`src/rtl/mfp_sevenseg_arbiter.sv`:
```
// Purpose: arbitrates the seven-segment display between two sources with a lease and a blanking gap.
// Latency: one cycle from sampled request/data to registered grant and display outputs.
// Backpressure: none; requesters hold req high and keep content valid until granted.
module mfp_sevenseg_arbiter #(
  parameter int HOLD_CYCLES  = 1000,
  parameter int BLANK_CYCLES = 4
) (
  input  logic        HCLK,
  input  logic        HRESET,
  input  logic        req0,
  input  logic        req1,
  input  logic [7:0]  en0,
  input  logic [7:0]  en1,
  input  logic [63:0] digits0,
  input  logic [63:0] digits1,
  input  logic [7:0]  dp0,
  input  logic [7:0]  dp1,
  output logic [1:0]  gnt,
  output logic [7:0]  seg_en,
  output logic [63:0] seg_data,
  output logic [7:0]  seg_dp
);

  localparam int HW = $clog2(HOLD_CYCLES + 1);
  localparam int BW = $clog2(BLANK_CYCLES + 1);

  // The lease counter holds the number of completed grant cycles before the
  // current one, so the lease is up once it reaches HOLD_CYCLES-1.
  localparam logic [HW-1:0] HOLD_LAST  = HW'(HOLD_CYCLES - 1);
  localparam logic [HW-1:0] HOLD_MAX   = HW'(HOLD_CYCLES);
  localparam logic [BW-1:0] BLANK_LAST = BW'(BLANK_CYCLES - 1);

  typedef enum logic [1:0] {
    IDLE   = 2'd0,
    GRANT0 = 2'd1,
    GRANT1 = 2'd2,
    BLANK  = 2'd3
  } state_t;

  state_t        state_q, state_d;
  logic          last_q, last_d;
  logic [HW-1:0] hold_q, hold_d;
  logic [BW-1:0] blank_q, blank_d;
  logic [1:0]    gnt_q, gnt_d;
  logic [7:0]    seg_en_q, seg_en_d;
  logic [63:0]   seg_data_q, seg_data_d;
  logic [7:0]    seg_dp_q, seg_dp_d;

  logic pick_vld;
  logic pick;
  logic own_req;
  logic oth_req;
  logic lease_up;

  // Next-state, round-robin pointer, counters, and registered outputs derived from the next state.
  always_comb begin
    state_d    = state_q;
    last_d     = last_q;
    hold_d     = hold_q;
    blank_d    = blank_q;
    gnt_d      = 2'b00;
    seg_en_d   = 8'h00;
    seg_dp_d   = 8'h00;
    seg_data_d = seg_data_q;

    // Sole requester wins; with both active, the one not granted last wins.
    pick_vld = req0 | req1;
    pick     = (req0 && req1) ? ~last_q : req1;

    own_req  = (state_q == GRANT1) ? req1 : req0;
    oth_req  = (state_q == GRANT1) ? req0 : req1;
    lease_up = (hold_q >= HOLD_LAST);

    case (state_q)
      IDLE: begin
        if (pick_vld) begin
          state_d = pick ? GRANT1 : GRANT0;
          last_d  = pick;
          hold_d  = '0;
        end
      end
      GRANT0, GRANT1: begin
        // Release and lease expiry together still make one move to BLANK.
        if (!own_req || (lease_up && oth_req)) begin
          state_d = BLANK;
          blank_d = '0;
        end else if (hold_q != HOLD_MAX) begin
          hold_d = hold_q + 1'b1;
        end
      end
      BLANK: begin
        if (blank_q == BLANK_LAST) begin
          if (pick_vld) begin
            state_d = pick ? GRANT1 : GRANT0;
            last_d  = pick;
            hold_d  = '0;
          end else begin
            state_d = IDLE;
          end
          blank_d = '0;
        end else begin
          blank_d = blank_q + 1'b1;
        end
      end
      default: state_d = IDLE;
    endcase

    // Display content follows the owner every granted cycle; blank/idle keep data but disable digits.
    case (state_d)
      GRANT0: begin
        gnt_d      = 2'b01;
        seg_en_d   = en0;
        seg_dp_d   = dp0;
        seg_data_d = digits0;
      end
      GRANT1: begin
        gnt_d      = 2'b10;
        seg_en_d   = en1;
        seg_dp_d   = dp1;
        seg_data_d = digits1;
      end
      default: ;
    endcase
  end

  // State and output registers with synchronous reset overriding every transition.
  always_ff @(posedge HCLK) begin
    if (HRESET) begin
      state_q    <= IDLE;
      last_q     <= 1'b1;
      hold_q     <= '0;
      blank_q    <= '0;
      gnt_q      <= 2'b00;
      seg_en_q   <= 8'h00;
      seg_data_q <= 64'h0;
      seg_dp_q   <= 8'h00;
    end else begin
      state_q    <= state_d;
      last_q     <= last_d;
      hold_q     <= hold_d;
      blank_q    <= blank_d;
      gnt_q      <= gnt_d;
      seg_en_q   <= seg_en_d;
      seg_data_q <= seg_data_d;
      seg_dp_q   <= seg_dp_d;
    end
  end

  assign gnt      = gnt_q;
  assign seg_en   = seg_en_q;
  assign seg_data = seg_data_q;
  assign seg_dp   = seg_dp_q;

endmodule

```
`config.mk`:
```
export PLATFORM = sky130hd
export DESIGN_NAME = mfp_sevenseg_arbiter
export DESIGN_NICKNAME = d
export VERILOG_FILES = /design/src/rtl/mfp_sevenseg_arbiter.sv
export SDC_FILE = /design/constraint.sdc
export NUM_CORES = 1
export LEC_CHECK = 0
export CAP_MARGIN = 20
export CORE_MARGIN = 3
export CORE_UTILIZATION = 37
export CTS_BUF_LIST = sky130_fd_sc_hd__clkbuf_8
export CTS_CLUSTER_SIZE = 30
export DETAILED_ROUTE_END_ITERATION = 10
export GPL_TIMING_DRIVEN = 1
export PLACE_DENSITY_LB_ADDON = 0.12
export SLEW_MARGIN = 20
export SYNTH_ARGS = -nofsm -noshare
export SYNTH_HDL_FRONTEND = slang
export SYNTH_SLANG_ARGS = --single-unit
```
`constraint.sdc`:
```
create_clock -name HCLK -period 2.6 [get_ports HCLK]
set_input_delay 0.52 -clock HCLK [delete_from_list [all_inputs] [get_ports HCLK]]
set_output_delay 0.52 -clock HCLK [all_outputs]
set_load 0.02 [all_outputs]
```
-- Word level (Yosys, flattened, before mapping)
Cells that the tools add are included.
- register bits after elaboration: 98
- input port bits: 164
- output and inout port bits: 82
- $add $sub $neg: 2
- $lt $le $gt $ge: 1
- eq/ne operators: 11
- multiplexer cells: 24
- bitwise logic cells: 2
- reduce and logical (&&, ||, !) cells: 12
- operator list (kind ; count):
    64-bit one-hot mux with 2 select lines ; 1
    10-bit two-way mux ; 4
    8-bit one-hot mux with 2 select lines ; 2
    10-bit one-hot mux with 3 select lines ; 1
    10-bit by 1-bit adder with 10-bit output (second input constant) ; 1
    10-bit >= comparator (second input constant) ; 1
    2-bit two-way mux ; 5
    10-bit != test (second input constant) ; 1
    2-bit != test (second input constant) ; 4
    2-bit equality test (second input constant) ; 3
    3-bit two-way mux ; 2
    2-bit one-hot mux with 3 select lines ; 1
    3-bit one-hot mux with 2 select lines ; 1
    2-bit nonzero test ; 3
    1-bit two-way mux ; 5
    2-bit by 1-bit equality test with 1-bit output (second input constant) ; 2
    2-bit one-hot mux with 2 select lines ; 1
    2-bit AND reduction ; 2
    3-bit by 1-bit adder with 3-bit output (second input constant) ; 1
    3-bit by 2-bit equality test with 1-bit output (second input constant) ; 1
    3-bit AND reduction ; 1
    1-bit logical AND ; 2
    2-bit logical NOT ; 1
    1-bit one-hot mux with 2 select lines ; 1
    other kinds (5) ; 5

-- Logic depth before layout (Yosys ltp)
Gate-level depths: netlist of the first run.
- word-level depth: 8
- mapped depth: 13

-- Worst setup path after synthesis of the first run
No wires, ideal clock.
- kind: reg-to-reg
- start point: register state_q[0]
- end point: register seg_data_q[61] (netlist: seg_data[61])
- arrival time: 2.707 ns
- setup slack: -0.235 ns
- cell stages (with the launch flop): 14
- clock period less this slack: 2.835 ns
- cells stage by stage: dfxtp_1 inv_1 ha_1 nand3_1 nor4b_4 nor3_1 o221ai_1 ha_1 clkbuf_1 clkbuf_1 mux2i_1 nor2_1 a21oi_1 nor2_1
- cells in the longest elaborated chain, start to end: 8
- elaborated cells on any way between the ends: 18
- those cells by class: eq/ne (5); mux (7); reduce/logical (6)
- RTL lines (element ; line ; source):
    start, declared ; 40 ; state_t state_q, state_d;
    start signal, assigned ; 138 ; state_q <= state_d;
    2-bit equality test ; 70, 71, 74 ;
    1-bit two-way mux (on tied branches) ; 70, 71 ;
    1-bit logical NOT / 1-bit logical AND (equally long branches) ; 84 ; if (!own_req || (lease_up && oth_req)) begin
    1-bit logical OR ; 84 ;
    2-bit two-way mux ; 84 ;
    2-bit one-hot mux with 3 select lines * ; 74 ; case (state_q)
    named net state_d[1] ; 40 ;
    2-bit equality test / 2-bit by 1-bit equality test with 1-bit output (equally long branches) ; 109 ; case (state_d)
    64-bit one-hot mux with 2 select lines / 2-bit nonzero test (equally long branches) ; n/a ;
    end signal, assigned ; 144 ; seg_data_q <= seg_data_d;
    end, declared ; 46 ; logic [63:0] seg_data_q, seg_data_d;
Mark *: on every way through the listed nets, which the timed path passes. The rest lies on a longest branch.
A chain may end at the register's enable or synchronous reset.

-- Final worst setup path of the first run
- start point: register hold_q[0]
- end point: register seg_data_q[15] (netlist: seg_data[15])
- cells in the longest elaborated chain, start to end: 7
- elaborated cells on any way between the ends: 9
- those cells by class: order compare (1); eq/ne (2); mux (3); reduce/logical (3)
- RTL lines (element ; line ; source):
    start, declared ; 42 ; logic [HW-1:0] hold_q, hold_d;
    start signal, assigned ; 140 ; hold_q <= hold_d;
    10-bit >= comparator * ; 72 ; lease_up = (hold_q >= HOLD_LAST);
    1-bit logical AND * ; 84 ;
    1-bit logical OR * ; 84 ;
    2-bit two-way mux * ; 84 ;
    2-bit one-hot mux with 3 select lines * ; 74 ;
    2-bit equality test / 2-bit by 1-bit equality test with 1-bit output (equally long branches) ; 109 ;
    64-bit one-hot mux with 2 select lines / 2-bit nonzero test (equally long branches) ; n/a ;
Mark *: on every way between the ends. The rest lies on a longest branch, timed or not.

==> results of run 1 <==
## layout by cell type (no fill, tap or decap), drive strengths merged, types with 2 or more instances in the layout
cell / n
dlygate4sd2: 2
clkdlybuf4s50: 242
a211o: 4
inv: 17
nand2: 11
a31oi: 2
o221ai: 2
ha: 9
or4: 2
o31ai: 2
clkinvlp: 2
or3: 5
a21oi: 75
nor3: 3
nor2b: 5
a221oi: 2
nor3b: 2
o21ai: 6
a22oi: 16
clkbuf: 19
mux2i: 66
o32ai: 5
buf: 57
nor2: 152
dfxtp: 98
o21a: 2
nand3: 7
or2: 5
## metal layers
| layer | global-route usage (%) | vias up | part of all wire (%) |
|---|---|---|---|
| li1 | - | 2440 | - |
| met1 | 24.3 | 2354 | 39 |
| met2 | 38.1 | 172 | 51 |
| met3 | 8.79 | 14 | 7.8 |
| met4 | 4.82 | 0 | 1.5 |
| met5 | 0 | - | 0 |
## through the flow
stage / cells / hold WS, ps / cell area, um2 / setup TNS [ps] / worst slack [ps]
floorplan: 549 / 444 / 4660 / 0 / 11.8
global placement: 955 / 454 / 7440 / -26620 / -419
detailed placement: 955 / 476 / 7440 / -29720 / -434
CTS: 979 / 489 / 7830 / -1550 / -60.2
global route: 996 / 518 / 8360 / -9070 / -204
finish: 996 / 485 / 8360 / -913 / -68.4
## worst max-delay path, stage by stage (launching register included)
cell	delay (ps)
dfxtp_2	340
ha_4	160
a211o_1	280
nor4b_4	150
a211o_1	300
o31ai_4	250
buf_6	140
ha_4	170
buf_6	160
buf_12	140
mux2i_1	210
nor2_1	70
a21oi_1	130
nor2_1	60
## final cells by class
| class | instances | area (um2) |
|---|---|---|
| fill | 910 | 3400 |
| timing repair buffer | 309 | 3270 |
| multi-input combinational | 395 | 2690 |
| sequential | 98 | 1970 |
| tap | 164 | 205 |
| clock buffer | 11 | 151 |
| inverter | 17 | 66.3 |
| clock inverter | 2 | 15.0 |
## flip-flops by register name (all words and copies together), names as in the netlist
name	count
hold_q	10
seg_data	64
gnt	2
blank_q	3
last_q	1
seg_en	8
seg_dp	8
state_q	2
## worst min-delay path by stage
| stage | from | endpoint | slack, ps | cells after the start |
|---|---|---|---|---|
| finish | blank_q[0] | blank_q[0] | 480 | 2 |
| global route | blank_q[0] | blank_q[0] | 520 | 2 |
| CTS | blank_q[0] | blank_q[0] | 490 | 2 |
| detailed placement | blank_q[0] | blank_q[0] | 480 | 2 |
| global placement | blank_q[0] | blank_q[0] | 450 | 2 |
| floorplan | blank_q[0] | blank_q[0] | 440 | 2 |
## cells by family (layout without fill, tap and decap cells)
group	Yosys count	in the layout	share of synthesized area (%)
buffers and inverters	56	339	4.84
AND/OR/NAND/NOR	200	200	19.2
AO/OA/AOI/OAI	119	119	16.0
multiplexers	67	67	14.7
flip-flops	98	98	42.9
adder cells (fa/ha/maj)	9	9	2.46
## report_power, final
group | switching [mW] | leakage (nW) | internal [mW]
logic | 5.97 | 2.30 | 6.11
registers | 0.215 | 0.806 | 2.01
clock network | 0.514 | 0.0794 | 0.384
## timing repair
item                                    in CTS  in global routing
pin swaps                                    8                 19
endpoints found under the setup margin      77                 80
endpoints found under the hold margin        0                  0
buffers inserted                             7                  9
cloned                                       4                 10
gates resized for setup                     21                 61
==> impl_results.md, run 1 <==
* Status: finished with violations
* Violated checks: setup timing
* PD cells at roughly 1800 mW/mm2
* Core Util, Final at 71.1%
* H-tree depth at 3
* Post-synth top flop: dfxtp_1
* Starting DRC count in detailed routing at 218
* Post-synthesis sequential area ratio at 42.9%
* Hold Vio Cnt, Final at 0
* Worst setup endpoint: seg_data[15]
* Max cap viols at 0
* Req. time, crit path at 2870 ps
* Unique masters post-synth at 46
* Antenna violations before repair at 0
* Critical Path AT at 2940 ps
* #FFs+latches synth at 98
* Worst Hold Class: reg -> reg
* Nets at 1003
* Reg2reg path depth at 13
* Reg-to-reg slack, setup at -70 ps
* GPL Wtd Cong at 0.892
* HPWL after DPL at 11100 um
* Cts bufs inserted at 9
* Share of the synthesized area in the top cell type at 42.9%
* Core area at 0.0118 mm2
* Syn-to-layout area delta at 82.9%
* I/O Buffers at 245
* Fin crit share at 103%
* Starting Density at 38.9%
* Largest net degree at the start of global routing at 58
* Clk sinks at 98
* Worst-Margin Slew at 531 ps
* Post-synthesis net count at 722
* Setup crit end kind: flip-flop
* Gate Count Post-Synth at 549
* Unrepaired setup endpoints after global routing: yes
* CTS tree: built
* Final setup margin at -68.4 ps
* Area of the die at 0.0137 mm2
* Final setup violation count at 41
* Slew Viols, Final at 0
* Most frequent cell after synthesis: nor2_1
* Fin crit period at 2670 ps
* Worst R2R End: seg_data[15]
* Cell taking the most area after synthesis: dfxtp_1
* CP Launch Type: flip-flop
* GRT Residual Overflow at 0
* Critical path peak fanout at 5
* Layout Skew at roughly 10 ps
* Die Ht at 117 um
* GR Util All Layers at 21.5%
* Via density at approximately 5.0
* Leak at 3.19 nW
* Io pins at 246
* Worst r2r src: hold_q[0]
* Routed Antenna Nets at 0
* Number of enable flip-flop cells after synthesis at 0
* Post-synth ARST share at 0%
* DRT Pass-1 Iters at 4
* Cells taking the most area after synthesis: dfxtp_1, mux2i_1, nor2_1
* Max Freq at 375 MHz
* Total Power at 15.2 mW
* Drt total wl at between 15000 and 20000 um
* Max clock buf depth at 2
* CP startpoint: hold_q[0]
* Syn_area_per_cell at 8.33 um2
* Residual DRC at 0
* Clock slew at reported path FFs at around 90 ps
* Vias after detailed routing at 4980
* Max transition margin at 64.2%
* Hold buffer count at cts at 0
* Number of global-route vias before repair at between 4000 and 5000
* FP Rows at 39
* Clock latency on the worst-skew pair at 380 ps
* Global-route wire length before repair at 23000 um
* Antenna cells at 0
* Die outline width at 117 um
* Most frequent cells after synthesis: nor2_1, dfxtp_1, a21oi_1
* WL per Instance at 17.1 um
* Share of layout cells above drive strength 1 at ~18%
* CTS Root Cell: clkbuf_8
* VDD IR max at 0.00107 V
* Synthesis warning total at 0
* Critical path class: reg -> reg
* Mapped Area at 0.00457 mm2
(Power assumes the default switching activity.)
==> run 2: changes to the inputs <==
- CTS_CLUSTER_DIAMETER: unset -> 30
==> results of run 2 <==
The final DEF is identical to that of run 1; final timing and power are the same.
==> run 3: changes to the inputs <==
- ABC_AREA: unset -> 1
==> run 3 against run 2 <==
The flow now finishes without violations. Critical path type is now in -> reg. Critical endpoint is now seg_data[21]. Clock skew is 1.9 ps lower. Highest routed layer unchanged. Cell count is 3.2% higher. Via count is 2.3% higher.
==> impl_results.md, run 3 <==
* Most frequent cell after synthesis: nor2_1 (unchanged)
* Core area at 0.0121 mm2 (was 0.0118 mm2)
* Antenna violations before repair at 0 (unchanged)
* Starting DRC count in detailed routing at 234 (was 218)
* Area taken by multi-input logic gates at 0.00227 mm2 (was 0.00269 mm2)
* Cells taking the most area after synthesis: dfxtp_1, nor2_1, nand3_1 (was dfxtp_1, mux2i_1, nor2_1)
* Hold buffer count at cts at 0 (unchanged)
* Max clock buf depth at 2 (unchanged)
* FILL cells at 1113 (was 910)
* Worst Hold Class: reg -> reg (unchanged)
* Net Sw Frac at 43.1% (was 44.1%)
* CTS Root Cell: clkbuf_8 (unchanged)
* Total Power at 8.55 mW (was 15.2 mW)
* Setup TNS at 0 ps (was -913 ps)
* #FFs+latches synth at 98 (unchanged)
* Final hold slack at 475 ps (was 485 ps)
* Io pins at 246 (unchanged)
* Max transition margin at 72.4% (was 64.2%)
* Final setup violation count at 0 (was 41)
* Number of global-route vias before repair at 4784 (was 4670)
* Most frequent cells after synthesis: nor2_1, dfxtp_1, nand3_1 (was nor2_1, dfxtp_1, a21oi_1)
* Critical Path AT at 2730 ps (was 2940 ps)
* Worst-Margin Slew at 413 ps (was 531 ps)
* Antenna cells at 0 (unchanged)
* CP Launch Type: input port (was flip-flop)
* Cts bufs inserted at 9 (unchanged)
* GPL Wtd Cong at 0.904 (was 0.892)
* HPWL after DPL at 11300 um (was 11100 um)
* Global-route wire length before repair at 23800 um (was 23000 um)
* Switching Power at 3.69 mW (was 6.70 mW)
* VDD IR max at 0.000717 V (was 0.00107 V)
* Placed Area at 0.00720 mm2 (was 0.00744 mm2)
* Routed Antenna Nets at 0 (unchanged)
* Post-synth top flop: dfxtp_1 (unchanged)
* Setup Slack @ Placement at -377 ps (was -434 ps)
* Cell taking the most area after synthesis: dfxtp_1 (unchanged)
* Max cap viols at 0 (unchanged)
* Top Layer Used: met4 (unchanged)
* Number of enable flip-flop cells after synthesis at 0 (unchanged)
* Post-synthesis sequential area ratio at 42.8% (was 42.9%)
* Final Cell Area at 0.00752 mm2 (was 0.00836 mm2)
* Critical path class: in -> reg (was reg -> reg)
* Number of cells after detailed placement at 1010 (was 955)
* Fin crit period at 2460 ps (was 2670 ps)
* Hold Vio Cnt, Final at 0 (unchanged)
* Share of layout cells above drive strength 1 at 8.72% (was 17.9%)
* CTS tree: built (unchanged)
* FP Rows at 40 (was 39)
* GR Util All Layers at 22.0% (was 21.5%)
* Gate Count Post-Synth at 624 (was 549)
* Layout Skew at 8.41 ps (was 10.4 ps)
* Share of the synthesized area in the top cell type at 42.8% (was 42.9%)
* H-tree depth at 3 (unchanged)
* Clk sinks at 98 (unchanged)
* Final setup margin at 136 ps (was -68.4 ps)
* DRT Pass-1 Iters at 4 (unchanged)
* Most common cell after layout, fill and taps aside: clkdlybuf4s50_1 (unchanged)
* Status: finished clean (was finished with violations)
* Clock latency on the worst-skew pair at 360 ps (was 380 ps)
* Leak at 2.97 nW (was 3.19 nW)
* Slew Viols, Final at 0 (unchanged)
* Syn-to-layout area delta at 64.2% (was 82.9%)
* Drt total wl at 15700 um (was 17000 um)
* Routed wl met2 at 7570 um (was 8720 um)
* Met1 wire length at 6100 um (was 6680 um)
* Critical path peak fanout at 21 (was 5)
* Storage cell area at 0.00197 mm2 (about the same)
* Post-synth ARST share at 0% (unchanged)
* Max Freq at 406 MHz (was 375 MHz)
* Residual DRC at 0 (unchanged)
* Most frequent cells in the layout: clkdlybuf4s50_1, nor2_1, dfxtp_1, nand3_1, nand2_1 (was clkdlybuf4s50_1, nor2_1, dfxtp_1, a21oi_1, mux2i_1)
* WL per Instance at 15.2 um (was 17.1 um)
* Syn_area_per_cell at 7.34 um2 (was 8.33 um2)
* Starting Density at 38.0% (was 38.9%)
* Routed wl met3 at 1480 um (was 1320 um)
* Post-synthesis net count at 797 (was 722)
* Synthesis warning total at 0 (unchanged)
* Die Ht at 117 um (about the same)
* Unique masters post-synth at 24 (was 46)
* Core Util, Final at 62.3% (was 71.1%)
* Number of flip-flops in the largest register at 64 (unchanged)
* Clock slew at reported path FFs at 90 ps (about the same)
* Vias after detailed routing at 5096 (was 4980)
* Area of the die at 0.0137 mm2 (about the same)
* Mapped Area at 0.00458 mm2 (was 0.00457 mm2)
* Unrepaired setup endpoints after global routing: no (was yes)
* Fin crit share at 94.8% (was 103%)
* Non-Filler Instances at 1028 (was 996)
* Flop pwr share at 29.3% (was 14.7%)
* Combinational power share at 58.3% (was 79.4%)
* I/O Buffers at 245 (unchanged)
* Die outline width at 117 um (about the same)
* Largest net degree at the start of global routing at 56 (was 58)
* GRT Residual Overflow at 0 (unchanged)
* Setup crit end kind: flip-flop (unchanged)
* Via density at 4.96 (was 5.00)
* PD cells at 1140 mW/mm2 (was 1820 mW/mm2)
* Clock share of power at 12.3% (was 5.9%)
* Internal at 4.87 mW (was 8.51 mW)
* Req. time, crit path at 2870 ps (about the same)
* Nets at 1028 (was 1003)
run 3: power by group through the flow:
stage	clock, mW	sequential (mW)	combinational [mW]
finish	1.05	2.51	4.99
global route	1.15	2.59	5.40
CTS	1.09	2.51	4.97
detailed placement	0	2.53	4.86
global placement	0	2.50	4.78
floorplan	0	3.20	2.07
run 3: cell type report:
cell class	instances	share of cell area, %
tap	168	2.80
clock buffer	13	2.38
sequential	98	26.2
inverter	31	1.55
timing repair buffer	267	36.3
clock inverter	3	0.499
multi-input combinational	448	30.3
run 3: repair_timing:
item | 4_1_cts | 5_1_grt
endpoints found under the setup margin | 22 | 80
resized for setup | 2 | 24
gates cloned | 1 | 0
buffers inserted | 0 | 1
run 3: layer usage:
metal	up-vias	global-route usage [%]
met4	0	9.63
met5	-	0
met2	208	37.0
met1	2313	26.0
li1	2541	-
met3	34	6.53
run 3: logic make-up (layout without fill, tap and decap cells):
group	count (synthesis)	in the layout	synth area share [%]
DFF	98	98	42.8
and+or+nand+nor	336	336	30.5
adders and majority gates	9	9	2.46
AOI/OAI and AO/OA	103	103	15.5
buffers and inverters	78	314	8.69
run 3: worst max-delay path, stage by stage:
cell and delay [ps]:
clkdlybuf4s50_1 450, inv_2 90, nand2_2 70, o21ai_1 120, nor2_1 60, a21oi_1 150
nand2_2 70, nand2_2 60, inv_1 60, ha_2 310, or2_4 300, buf_4 230
o31ai_1 230
run 3: final timing paths:
path	endpoint	slack, ps	from	depth (start not counted)
setup / recovery	seg_data[21]	140	req0	13
hold / removal	blank_q[2]	480	blank_q[2]	2
setup reg to reg	seg_data[21]	210	hold_q[0]	13
hold reg to reg	blank_q[2]	480	blank_q[2]	2
